===== config.mk =====
export PLATFORM = sky130hd
export DESIGN_NAME = sseg_scan_ctrl
export DESIGN_NICKNAME = d
export VERILOG_FILES = /design/src/rtl/sseg_pkg.sv /design/src/rtl/sseg_hex_decode.sv /design/src/rtl/sseg_scan_ctrl.sv
export SDC_FILE = /design/constraint.sdc
export NUM_CORES = 1
export LEC_CHECK = 0
export ABC_AREA = 1
export CAP_MARGIN = 0
export CORE_UTILIZATION = 40
export DETAILED_ROUTE_END_ITERATION = 16
export SYNTH_ARGS = -nofsm -noshare
export SYNTH_HDL_FRONTEND = slang
export SYNTH_SLANG_ARGS = --single-unit

===== constraint.sdc =====
create_clock -name clk -period 2.35 [get_ports clk]
set_input_delay 0.47 -clock clk [delete_from_list [all_inputs] [get_ports clk]]
set_output_delay 0.47 -clock clk [all_outputs]
set_load 0.1 [all_outputs]

===== src/rtl/sseg_pkg.sv =====
// Shared constants and types for the four-digit seven-segment scan controller.
package sseg_pkg;

    localparam int unsigned N_DIGITS = 4;
    localparam int unsigned NIB_W    = 4;
    localparam int unsigned SEG_W    = 7;

    // Active-low glyphs, bit order {g,f,e,d,c,b,a}
    localparam logic [SEG_W-1:0] SEG_0     = 7'h40;
    localparam logic [SEG_W-1:0] SEG_1     = 7'h79;
    localparam logic [SEG_W-1:0] SEG_2     = 7'h24;
    localparam logic [SEG_W-1:0] SEG_3     = 7'h30;
    localparam logic [SEG_W-1:0] SEG_4     = 7'h19;
    localparam logic [SEG_W-1:0] SEG_5     = 7'h12;
    localparam logic [SEG_W-1:0] SEG_6     = 7'h02;
    localparam logic [SEG_W-1:0] SEG_7     = 7'h78;
    localparam logic [SEG_W-1:0] SEG_8     = 7'h00;
    localparam logic [SEG_W-1:0] SEG_9     = 7'h10;
    localparam logic [SEG_W-1:0] SEG_A     = 7'h08;
    localparam logic [SEG_W-1:0] SEG_B     = 7'h03;
    localparam logic [SEG_W-1:0] SEG_C     = 7'h46;
    localparam logic [SEG_W-1:0] SEG_D     = 7'h21;
    localparam logic [SEG_W-1:0] SEG_E     = 7'h06;
    localparam logic [SEG_W-1:0] SEG_F     = 7'h0E;
    localparam logic [SEG_W-1:0] SEG_BLANK = 7'h7F;

    typedef enum logic {
        BLANK = 1'b0,
        SHOW  = 1'b1
    } scan_state_t;

    // One display update: four hex nibbles plus per-digit dp and enable
    typedef struct packed {
        logic [N_DIGITS*NIB_W-1:0] data;
        logic [N_DIGITS-1:0]       dp;
        logic [N_DIGITS-1:0]       en;
    } disp_word_t;

endpackage


===== src/rtl/sseg_hex_decode.sv =====
// Combinational hex nibble to active-low seven-segment pattern.
module sseg_hex_decode
    import sseg_pkg::*;
(
    input  logic [NIB_W-1:0] nibble,
    output logic [SEG_W-1:0] seg_c
);

    always_comb begin
        seg_c = SEG_BLANK;
        case (nibble)
            4'h0: seg_c = SEG_0;
            4'h1: seg_c = SEG_1;
            4'h2: seg_c = SEG_2;
            4'h3: seg_c = SEG_3;
            4'h4: seg_c = SEG_4;
            4'h5: seg_c = SEG_5;
            4'h6: seg_c = SEG_6;
            4'h7: seg_c = SEG_7;
            4'h8: seg_c = SEG_8;
            4'h9: seg_c = SEG_9;
            4'hA: seg_c = SEG_A;
            4'hB: seg_c = SEG_B;
            4'hC: seg_c = SEG_C;
            4'hD: seg_c = SEG_D;
            4'hE: seg_c = SEG_E;
            4'hF: seg_c = SEG_F;
            default: seg_c = SEG_BLANK;
        endcase
    end

endmodule


===== src/rtl/sseg_scan_ctrl.sv =====
// Four-digit common-anode scan controller with blanking gaps and
// frame-aligned, double-buffered display updates.
module sseg_scan_ctrl
    import sseg_pkg::*;
#(
    parameter int unsigned DIGIT_TICKS = 100000,
    parameter int unsigned BLANK_TICKS = 1000
) (
    input  logic                      clk,
    input  logic                      rst_n,
    input  logic                      wr_valid,
    output logic                      wr_ready,
    input  logic [N_DIGITS*NIB_W-1:0] wr_data,
    input  logic [N_DIGITS-1:0]       wr_dp,
    input  logic [N_DIGITS-1:0]       wr_en,
    output logic [N_DIGITS-1:0]       an,
    output logic [SEG_W-1:0]          seg,
    output logic                      dp,
    output logic                      frame_start
);

    localparam int unsigned MAX_TICKS = (DIGIT_TICKS > BLANK_TICKS) ? DIGIT_TICKS : BLANK_TICKS;
    localparam int unsigned CNT_W     = (MAX_TICKS > 1) ? $clog2(MAX_TICKS) : 1;
    localparam int unsigned IDX_W     = $clog2(N_DIGITS);

    scan_state_t         state_q, state_nx;
    logic [CNT_W-1:0]    cnt_q, cnt_nx;
    logic [IDX_W-1:0]    idx_q, idx_nx;
    disp_word_t          pend_q, pend_nx;
    disp_word_t          act_q, act_nx;
    logic                ready_nx;
    logic [N_DIGITS-1:0] an_nx;
    logic [SEG_W-1:0]    seg_nx;
    logic                dp_nx;
    logic                fs_nx;
    logic                slot_end;
    logic                boundary;
    logic [NIB_W-1:0]    nibble;
    logic [SEG_W-1:0]    glyph_c;

    // Nibble for the digit about to be lit; active only changes while
    // heading into BLANK, so the current active copy is always the right one
    assign nibble = act_q.data[{idx_nx, 2'b00} +: NIB_W];

    sseg_hex_decode u_decode (
        .nibble (nibble),
        .seg_c  (glyph_c)
    );

    // State and all registered outputs
    always_ff @(posedge clk) begin
        if (!rst_n) begin
            state_q     <= BLANK;
            cnt_q       <= '0;
            idx_q       <= '0;
            pend_q      <= '0;
            act_q       <= '0;
            wr_ready    <= 1'b1;
            an          <= '1;
            seg         <= SEG_BLANK;
            dp          <= 1'b1;
            frame_start <= 1'b0;
        end else begin
            state_q     <= state_nx;
            cnt_q       <= cnt_nx;
            idx_q       <= idx_nx;
            pend_q      <= pend_nx;
            act_q       <= act_nx;
            wr_ready    <= ready_nx;
            an          <= an_nx;
            seg         <= seg_nx;
            dp          <= dp_nx;
            frame_start <= fs_nx;
        end
    end

    // Slot sequencing, write/transfer handshake and next output values
    always_comb begin
        state_nx = state_q;
        cnt_nx   = cnt_q + CNT_W'(1);
        idx_nx   = idx_q;
        pend_nx  = pend_q;
        act_nx   = act_q;
        ready_nx = wr_ready;
        an_nx    = '1;
        seg_nx   = SEG_BLANK;
        dp_nx    = 1'b1;

        slot_end = (state_q == BLANK) ? (cnt_q == CNT_W'(BLANK_TICKS - 1))
                                      : (cnt_q == CNT_W'(DIGIT_TICKS - 1));
        boundary = (state_q == SHOW) && slot_end && (idx_q == IDX_W'(N_DIGITS - 1));
        fs_nx    = boundary;

        if (slot_end) begin
            cnt_nx = '0;
            if (state_q == BLANK) begin
                state_nx = SHOW;
            end else begin
                state_nx = BLANK;
                idx_nx   = idx_q + IDX_W'(1);
            end
        end

        // Accept and transfer are exclusive: accept needs pending empty
        if (wr_valid && wr_ready) begin
            pend_nx  = '{data: wr_data, dp: wr_dp, en: wr_en};
            ready_nx = 1'b0;
        end else if (boundary && !wr_ready) begin
            act_nx   = pend_q;
            ready_nx = 1'b1;
        end

        if ((state_nx == SHOW) && act_q.en[idx_nx]) begin
            an_nx[idx_nx] = 1'b0;
            seg_nx        = glyph_c;
            dp_nx         = ~act_q.dp[idx_nx];
        end
    end

endmodule

==> results of run 1 <==
-- cell type report --
cell class | instances | share of cell area
Clock buffer | 10 | 0.0282
Clock inverter | 6 | 0.0100
Inverter | 55 | 0.0423
Multi-Input combinational cell | 355 | 0.416
Sequential cell | 82 | 0.337
Tap cell | 108 | 0.0277
Timing Repair Buffer | 79 | 0.139
-- sequential cells by signal (all words and copies together) (netlist names) --
register / count
state_q: 1
dp: 1
seg: 7
pend_q: 24
act_q: 24
idx_q: 2
cnt_q: 17
wr_ready: 1
frame_start: 1
an: 4
-- what timing repair did --
| action | CTS | global route |
|---|---|---|
| buffers inserted | 1 | 14 |
| resized for setup | 8 | 60 |
| pin swaps | 2 | 30 |
| cloned | 0 | 1 |
| hold endpoints to repair | 0 | 0 |
| endpoints found under the setup margin | 5 | 12 |
-- synth_stat cells --
master,number,area share
buf_6,1,0.0031
and2_1,1,0.0017
nand3_1,40,0.054
nor2_8,1,0.0054
inv_2,4,0.0041
or2_2,1,0.0017
nor3_1,12,0.016
nand2_4,3,0.0092
inv_1,50,0.051
dfxtp_1,82,0.45
nor2_1,88,0.090
buf_2,7,0.0095
o21ai_2,1,0.0024
xnor2_1,1,0.0024
nor2_2,3,0.0051
a21oi_4,1,0.0044
a211oi_1,9,0.018
clkbuf_1,11,0.011
nor3_2,1,0.0027
nor4_1,1,0.0017
nand4_1,7,0.012
a21oi_1,22,0.030
nand2_1,96,0.098
xor2_1,5,0.012
clkinv_1,1,0.0010
o211ai_1,1,0.0020
nand3_2,1,0.0027
nand2_2,7,0.012
o21ai_0,43,0.058
nand3_4,1,0.0048
ha_1,8,0.027
-- worst max-delay path, cell delays in order, from the launching register on --
cell and delay [ns]:
dfxtp_2 0.36, ha_4 0.15, nand2_2 0.06, inv_2 0.06
nand2_2 0.04, nor2_2 0.11, nand2_2 0.09, nor2_8 0.14
nand2_4 0.10, nand2_4 0.09, nand2_4 0.08, buf_6 0.14
nand3_2 0.05, nand2_2 0.06, nor2_4 0.19, buf_6 0.14
ha_4 0.11, nand2_1 0.05, nand3_1 0.09, nand2_1 0.06
-- per-layer routing --
layer | part of all wire | GRT usage | up-vias
li1 | - | - | 1780
met1 | 0.49 | 0.227 | 1502
met2 | 0.45 | 0.282 | 76
met3 | 0.036 | 0.0336 | 19
met4 | 0.025 | 0.0758 | 0
met5 | 0 | 0 | -
-- logic make-up after synthesis --
logic type,Yosys count,share of synthesized area
flops,82,0.446
simple gates,263,0.317
xor+xnor,6,0.0143
buf+inv,74,0.0799
fa+ha+maj,8,0.0272
compound gates,77,0.116
-- worst max path at each step --
stage | to | slack (ns)
4_1_cts | seg[0] | 0.02
5_1_grt | seg[4] | -0.09
6_report | seg[4] | 0.05
3_5_place_dp | seg[0] | -0.04
3_3_place_gp | seg[0] | 0.07
2_1_floorplan | seg[0] | 0.02
-- power by group through the flow --
| stage | clock network (mW) | logic, mW | registers, mW |
|---|---|---|---|
| 4_1_cts | 0.991 | 0.152 | 1.45 |
| 5_1_grt | 1.06 | 0.173 | 1.45 |
| 6_report | 0.956 | 0.150 | 1.45 |
| 2_1_floorplan | 0 | 0.0731 | 1.48 |
| 3_3_place_gp | 0 | 0.147 | 1.48 |
| 3_5_place_dp | 0 | 0.150 | 1.48 |
==> results.json, run 1 <==
{
  "status": "finished with violations",
  "violations": "DRC",
  "grt_max_degree": 42,
  "min_to": "pend_q[18]",
  "via_per_inst": 4.86,
  "io-pin-count": 41,
  "pwr-share-seq": 0.567,
  "numCtsBuffers": 9,
  "clk_path_buf_depth": 2,
  "hold_ws_ns": 0.457,
  "clk_pin_slew_ns": 0.09,
  "fin_area_um2": 4880,
  "fp.dieArea_um2": 9590,
  "die_w_um": 97.9,
  "synthCells": 510,
  "grt_pass1_vias": 3062,
  "regArea_um2": 1650,
  "fmax_mhz": 435,
  "multi_input_comb_area_um2": 2030,
  "final.setup.tns_ns": 0,
  "dieHeight_um": 97.9,
  "grt_use_total": 0.175,
  "cts_root_buffer": "clkbuf_8",
  "final.setup.worst_slack_ns": 0.0528,
  "fin_skew_ns": 0.0110,
  "cts_tree": "built",
  "post-route-min-period_ns": 2.30,
  "hp-start": "pend_q[18]",
  "irDropWorstVdd_mv": 0.304,
  "finalMaxSlewViolations": 0,
  "drt_wl_total_um": 8530,
  "p_leak_nw": 2.09,
  "io_buffers": 40,
  "final_common_cell": "nor2_1",
  "r2r-start": "cnt_q[1]",
  "p_total_mw": 2.55,
  "nets": 617,
  "rrSetupSlack_ns": 0.05,
  "worst-endpoint-arrival_ns": 2.54,
  "synth_area_um2": 3680,
  "crit_fanout": 6,
  "rr_endpoint": "seg[4]",
  "p_int_mw": 1.92,
  "p_sw_frac": 0.247,
  "n_fill_cell": 846,
  "worst_pin_slew_ns": 0.477,
  "vias": 3377,
  "cts_sinks": 82,
  "worstSetupStartpointType": "register",
  "antennaDiodeCount": 0,
  "dp_hpwl_um": 5680,
  "synth_nets": 545,
  "p_switching_mw": 0.630,
  "avgSynthCellArea_um2": 7.22,
  "clkPwrFrac": 0.375,
  "drive_above_1_share": 0.242,
  "area_growth_pct": 32.6,
  "worstPathRequired_ns": 2.59,
  "criticalPathCategory": "reg -> reg",
  "hold_violations": 0,
  "rr_worst_depth": 19,
  "rsz0062_at_grt": "true",
  "holdPathStages": 2,
  "drt-initial-drc-count": 113,
  "hold_path.class": "reg -> reg",
  "place_ws_ns": -0.0363,
  "fin_util": 0.554,
  "antenna_found_initial": 0,
  "synth-seq-cells": 82,
  "ant_nets": 0,
  "combinationalPowerShare": 0.059,
  "power.density_nw_per_um2": 523,
  "slew_headroom": 0.682,
  "core_area_um2": 8810,
  "drcViolationCount": 1,
  "final_cells": 695,
  "gp_congestion": 0.832,
  "ys_seq_area_frac": 0.446,
  "grt_pass1_wl_um": 13500,
  "placed_cells": 663,
  "clkLatencyLatePin_ns": 0.35,
  "cts_hold_buf": 0,
  "cap_violations": 0,
  "cts-htree-levels": 3,
  "first_pass_iters": 10,
  "ys_types": 31,
  "crit_start": "cnt_q[1]",
  "grt_overflow": 0,
  "placed_area_um2": 4290,
  "critPathCaptureType": "register",
  "timing.final.crit_share": 0.978,
  "final_cell_mix": "85 x nor2_1, 79 x dfxtp_1, 77 x nand2_1, 50 x buf_4, 46 x inv_1",
  "finalSetupViolations": 0,
  "ys_warn_count": 0,
  "start_util": 0.418,
  "rows": 34,
  "wl_per_cell_um": 12.3
}
Power figures use the tool's default switching activity.
==> inputs of run 2 (changes only) <==
ABC_AREA = default   (was 1)
SKIP_LAST_GASP = 1   (was default)
clock period = 2.1 ns   (was 2.35 ns; I/O delays follow)
==> run 2 against run 1 <==
Effect of this change: utilization increased by 1.2 points; sequential cell count stayed put; the run ends with setup timing left; design area is 3.2% higher; critical path depth is 7 lower; register-to-register slack worse by 0.51 ns; fmax is 10% lower; wire length fell by 0.52%; sequential share of layout area shrank 0.90 points.
==> results.json, run 2 <==
{
  "cts_hold_buf": 0,
  "core_area_um2": 8890,
  "fin_area_um2": 5040,
  "reg_top3": "act_q x24, pend_q x24, cnt_q x17",
  "clk_pin_slew_ns": 0.08,
  "placed_area_um2": 4600,
  "io_buffers": 40,
  "final_common_cell": "nand2_1",
  "busiest_layer": "met2",
  "start_util": 0.420,
  "violations": "setup timing",
  "io-pin-count": 41,
  "wl_per_cell_um": 13.6,
  "synth_nets": 455,
  "p_total_mw": 2.90,
  "timing.final.crit_share": 1.22,
  "antennaDiodeCount": 0,
  "fp.dieArea_um2": 9730,
  "clkLatencyLatePin_ns": 0.36,
  "hold_path.class": "reg -> reg",
  "p_leak_nw": 1.92,
  "grt_pass1_vias": 3133,
  "worst-endpoint-arrival_ns": 2.81,
  "critPathCaptureType": "register",
  "grt_pass1_wl_um": 14600,
  "grt_use_total": 0.188,
  "final.setup.tns_ns": -3.17,
  "synth-main-ff-cell": "dfxtp_1",
  "avgSynthCellArea_um2": 8.89,
  "fmax_mhz": 390,
  "rows": 34,
  "numCtsBuffers": 9,
  "worstPathRequired_ns": 2.35,
  "status": "finished with violations",
  "dieHeight_um": 98.6,
  "dp_hpwl_um": 5800,
  "cts-htree-levels": 3,
  "worst_pin_slew_ns": 0.327,
  "ys_seq_area_frac": 0.440,
  "grt_max_degree": 30,
  "crit_fanout": 5,
  "met1_usage": 0.233,
  "drive_above_1_share": 0.277,
  "power.density_nw_per_um2": 577,
  "antenna_found_initial": 0,
  "finalMaxSlewViolations": 0,
  "synth-seq-cells": 82,
  "ant_nets": 0,
  "gp_congestion": 0.906,
  "synth_area_um2": 3730,
  "synthCells": 420,
  "die_w_um": 98.6,
  "yosys-top-cells-count": "117 x nand2_1, 82 x dfxtp_1, 48 x a21boi_0",
  "cts_tree": "built",
  "clk_path_buf_depth": 2,
  "yosysTopAreaCellShare": 0.440,
  "n_fill_cell": 811,
  "synthArstFlopShare": 0,
  "yosys.cell_count.top_type": "nand2_1",
  "finalSetupViolations": 12,
  "drt_wl_total_um": 8490,
  "vias": 3153,
  "nets": 546,
  "final_cell_mix": "114 x nand2_1, 75 x dfxtp_1, 67 x buf_4, 39 x a21boi_0, 26 x clkdlybuf4s50_1",
  "drcViolationCount": 0,
  "rsz0062_at_grt": "true",
  "fin_util": 0.567,
  "drt-initial-drc-count": 105,
  "post-route-min-period_ns": 2.56,
  "first_pass_iters": 4,
  "final.setup.worst_slack_ns": -0.461,
  "fin_skew_ns": 0.0149,
  "synth_edf_count": 0,
  "cts_sinks": 82,
  "irDropWorstVdd_mv": 0.373,
  "grtUsageMet3": 0.0589,
  "grtUsageMet2": 0.307,
  "hold_violations": 0,
  "synth_area_leaders": "dfxtp_1 44%, nand2_1 12%, a21boi_0 9.6%",
  "cts_root_buffer": "clkbuf_8",
  "synth_top_cell_by_area": "dfxtp_1",
  "grt_overflow": 0,
  "slew_headroom": 0.782,
  "ys_warn_count": 0,
  "cap_violations": 0,
  "area_growth_pct": 34.9,
  "hold_ws_ns": 0.455,
  "worstSetupStartpointType": "register",
  "via_per_inst": 5.05,
  "ys_types": 55,
  "criticalPathCategory": "reg -> reg"
}
run 2: cell count changes after synthesis, moves of 10 or more:
| cell | previous run | this run |
|---|---|---|
| a21oi_1 | 22 | 2 |
| nor2_1 | 88 | 22 |
| nand3_1 | 40 | 10 |
| o21ai_0 | 43 | 6 |
| nand2_1 | 96 | 117 |
| inv_1 | 50 | 3 |
| a21boi_0 | 0 | 48 |
| nor3_1 | 12 | 2 |
run 2: path summary, 6_finish.rpt:
path              from        end  slack, ns  depth (start not counted)
max          cnt_q[12]     seg[6]      -0.46                         12
min          act_q[18]  act_q[18]       0.46                          2
max reg2reg  cnt_q[12]     seg[6]      -0.46                         12
min reg2reg  act_q[18]  act_q[18]       0.46                          2
run 2: worst max-delay path, cell delays in order, from the launching register on:
cell and delay, ns:
dfxtp_2 0.33, nor4b_2 0.26, buf_4 0.16, nand4_4 0.10, nor2_4 0.22, xnor2_4 0.17, mux2i_2 0.28, mux2_4 0.26
inv_4 0.05, ha_4 0.17, mux2_2 0.26, a22oi_2 0.12, nand2_1 0.06
run 2: repair_timing:
action | 4_1_cts | 5_1_grt
cloned | 1 | 1
setup endpoints to repair | 24 | 33
pin swaps | 18 | 12
setup buffers | 5 | 3
gates resized for setup | 28 | 27
run 2: routing by layer:
layer,share of wire,wire (um)
met4,0.011,93
met2,0.48,4090
met5,0,0
met3,0.047,396
met1,0.46,3910
run 2: layout make-up:
class                   instances  area, um2  share of cell area
repair buffers                102        882               0.175
multi-input cells             313       2160               0.428
clock buffers                  10        128              0.0253
flip-flops and latches         82       1650               0.328
well taps                     108        135              0.0268
inverters                       3       16.3             0.00323
clock inverters                 6       65.1              0.0129
run 2: per-stage QoR:
stage                     instances  worst slack [ns]
after floorplan                 420            -0.450
after global placement          598            -0.562
after detailed placement        598            -0.588
after CTS                       620            -0.442
after global routing            624            -0.569
final                           624            -0.461
run 2: kinds of logic after synthesis:
kind of cell | after synthesis | share of synthesized area
xor gates and xnor gates | 16 | 0.0425
DFF | 82 | 0.440
adders and majority gates | 8 | 0.0268
and+or+nand+nor | 199 | 0.258
buffers and inverters | 26 | 0.0308
muxes | 14 | 0.0446
AOI/OAI and AO/OA | 75 | 0.158
run 2: power by group:
part | internal [mW] | switching, mW
clock network | 0.552 | 0.580
registers | 1.59 | 0.0203
logic | 0.0921 | 0.0749
total | 2.23 | 0.676
==> inputs of run 3 (changes only) <==
REMOVE_ABC_BUFFERS = 1   (was default)
==> run 3 against run 2 <==
Effect of this change: the flow still finishes with violations (setup timing); utilization rose by 0.34 points; wire length is 0.66% lower; final cell count fell by 0.64%; sequential share of layout area down 0.17 points; largest cell class unchanged; global-route usage shrank 0.80 points; combinational power about the same.
==> results.json, run 3 (same netlist as run 2, synthesis figures left out) <==
{
  "crit_family": "multiplexers",
  "grt_pass1_vias": 2906,
  "dieHeight_um": 98.6,
  "final_cell_mix": "115 x nand2_1, 74 x dfxtp_1, 63 x buf_4, 48 x a21boi_0, 26 x clkdlybuf4s50_1",
  "clk_pin_slew_ns": 0.09,
  "power.density_nw_per_um2": 630,
  "dp_hpwl_um": 5610,
  "drt_wl_total_um": 8430,
  "rr_endpoint": "seg[6]",
  "max_stage_delay_ns": 0.38,
  "timing.final.crit_share": 1.21,
  "drcViolationCount": 0,
  "cts_tree": "built",
  "io_buffers": 40,
  "hold_violations": 0,
  "rsz0062_at_grt": "true",
  "reg_top3": "act_q x24, pend_q x24, cnt_q x17",
  "r2r-start": "state_q",
  "via_per_inst": 5.00,
  "clk_path_buf_depth": 2,
  "rrSetupSlack_ns": -0.45,
  "place_ws_ns": -0.526,
  "core_area_um2": 8890,
  "worst_pin_slew_ns": 0.392,
  "first_pass_iters": 4,
  "fmax_mhz": 393,
  "finalMaxSlewViolations": 0,
  "rr_worst_depth": 11,
  "clkLatencyLatePin_ns": 0.36,
  "fin_area_um2": 5070,
  "violations": "setup timing",
  "placed_area_um2": 4570,
  "area_growth_pct": 35.7,
  "post-route-min-period_ns": 2.55,
  "drive_above_1_share": 0.273,
  "criticalPathCategory": "reg -> reg",
  "worstSetupStartpointType": "register",
  "min_to": "act_q[15]",
  "irDropWorstVdd_mv": 0.315,
  "p_leak_nw": 1.92,
  "wl_per_cell_um": 13.6,
  "cts_sinks": 82,
  "final_common_cell": "nand2_1",
  "start_util": 0.420,
  "ant_nets": 0,
  "antennaDiodeCount": 0,
  "multi_input_comb_area_um2": 2170,
  "worst-endpoint-arrival_ns": 2.81,
  "cts-htree-levels": 3,
  "worstPathRequired_ns": 2.36,
  "regArea_um2": 1650,
  "cts_hold_buf": 0,
  "critPathCaptureType": "register",
  "fin_skew_ns": 0.00742,
  "cp_slowest_cell": "dfxtp_4",
  "grt_max_degree": 53,
  "hold_path.class": "reg -> reg",
  "grt_pass1_wl_um": 14000,
  "vias": 3103,
  "status": "finished with violations",
  "crit_start": "state_q",
  "path_cells": "and4b_1, o22ai_4, nor2_4, buf_6, a21boi_2, mux2_4, buf_4, ha_4, mux2_2, a22oi_2, nand2_1",
  "numCtsBuffers": 9,
  "drt-initial-drc-count": 105,
  "crit_fanout": 7,
  "grt_use_total": 0.180,
  "fp.dieArea_um2": 9730,
  "hp-start": "pend_q[15]",
  "critPathBufInv": 2,
  "final.setup.worst_slack_ns": -0.446,
  "nets": 542,
  "grt_overflow": 0,
  "finalSetupViolations": 11,
  "die_w_um": 98.6,
  "antenna_found_initial": 0,
  "slew_headroom": 0.732,
  "cts_root_buffer": "clkbuf_8",
  "n_fill_cell": 822,
  "holdPathStages": 2,
  "rows": 34,
  "gp_congestion": 0.811,
  "cap_violations": 0,
  "io-pin-count": 41
}
-- run 3: cell types whose count changed in the layout (fill, tap and decap cells not counted), sizes merged --
cell and delta:
inv +2, clkbuf -1, bufinv +2, clkinv -3
o221a +1, buf -5
-- run 3: worst max-delay path by stage --
stage | end | slack, ns | cells past startpoint
2_1_floorplan | seg[6] | -0.70 | 10
3_3_place_gp | seg[4] | -0.50 | 8
3_5_place_dp | seg[1] | -0.53 | 12
4_1_cts | seg[1] | -0.38 | 10
5_1_grt | seg[6] | -0.57 | 11
6_report | seg[6] | -0.45 | 11
-- run 3: layout make-up --
cell class / count / share of cell area
clock inverter: 7 / 0.0244
inverter: 3 / 0.00272
timing repair buffer: 97 / 0.168
clock buffer: 9 / 0.0244
sequential: 82 / 0.326
multi-input combinational: 314 / 0.428
tap: 108 / 0.0267
-- run 3: report_power, final --
| group | internal, mW | leakage (nW) | switching (mW) | total (mW) |
|---|---|---|---|---|
| registers | 1.59 | 0.669 | 0.0191 | 1.60 |
| clock network | 0.802 | 0.121 | 0.621 | 1.42 |
| logic | 0.0930 | 1.13 | 0.0743 | 0.167 |
| total | 2.48 | 1.92 | 0.714 | 3.19 |
-- run 3: per-layer routing --
layer	global-route usage	vias up	wire (um)
li1	-	1612	-
met1	0.241	1431	4250
met5	0	-	0
met3	0.0404	11	242
met4	0.0620	0	116
met2	0.287	49	3820
-- run 3: through the flow --
step / util / hold slack [ns] / instances / total power, mW / TNS [ns]
2_1_floorplan: - / 0.413 / 397 / 1.71 / -12.37
3_3_place_gp: 0.514 / 0.449 / 598 / 1.80 / -8.68
3_5_place_dp: 0.514 / 0.456 / 598 / 1.81 / -8.79
4_1_cts: 0.555 / 0.469 / 616 / 3.21 / -2.50
5_1_grt: 0.570 / 0.479 / 620 / 3.31 / -6.32
6_report: 0.570 / 0.461 / 620 / 3.19 / -2.91
-- run 3: worst register-to-register path, stage by stage, from the launching register on --
cell and delay, ns:
dfxtp_4 0.38, and4b_1 0.24, o22ai_4 0.29, nor2_4 0.10, buf_6 0.15, a21boi_2 0.17
mux2_4 0.35, buf_4 0.15, ha_4 0.15, mux2_2 0.27, a22oi_2 0.13, nand2_1 0.06
-- run 3: timing repair --
action                                  4_1_cts  5_1_grt
endpoints found under the setup margin       53       52
gates resized for setup                      30       21
gates cloned                                  1        1
pin swaps                                     7       12
setup buffers                                 1        3
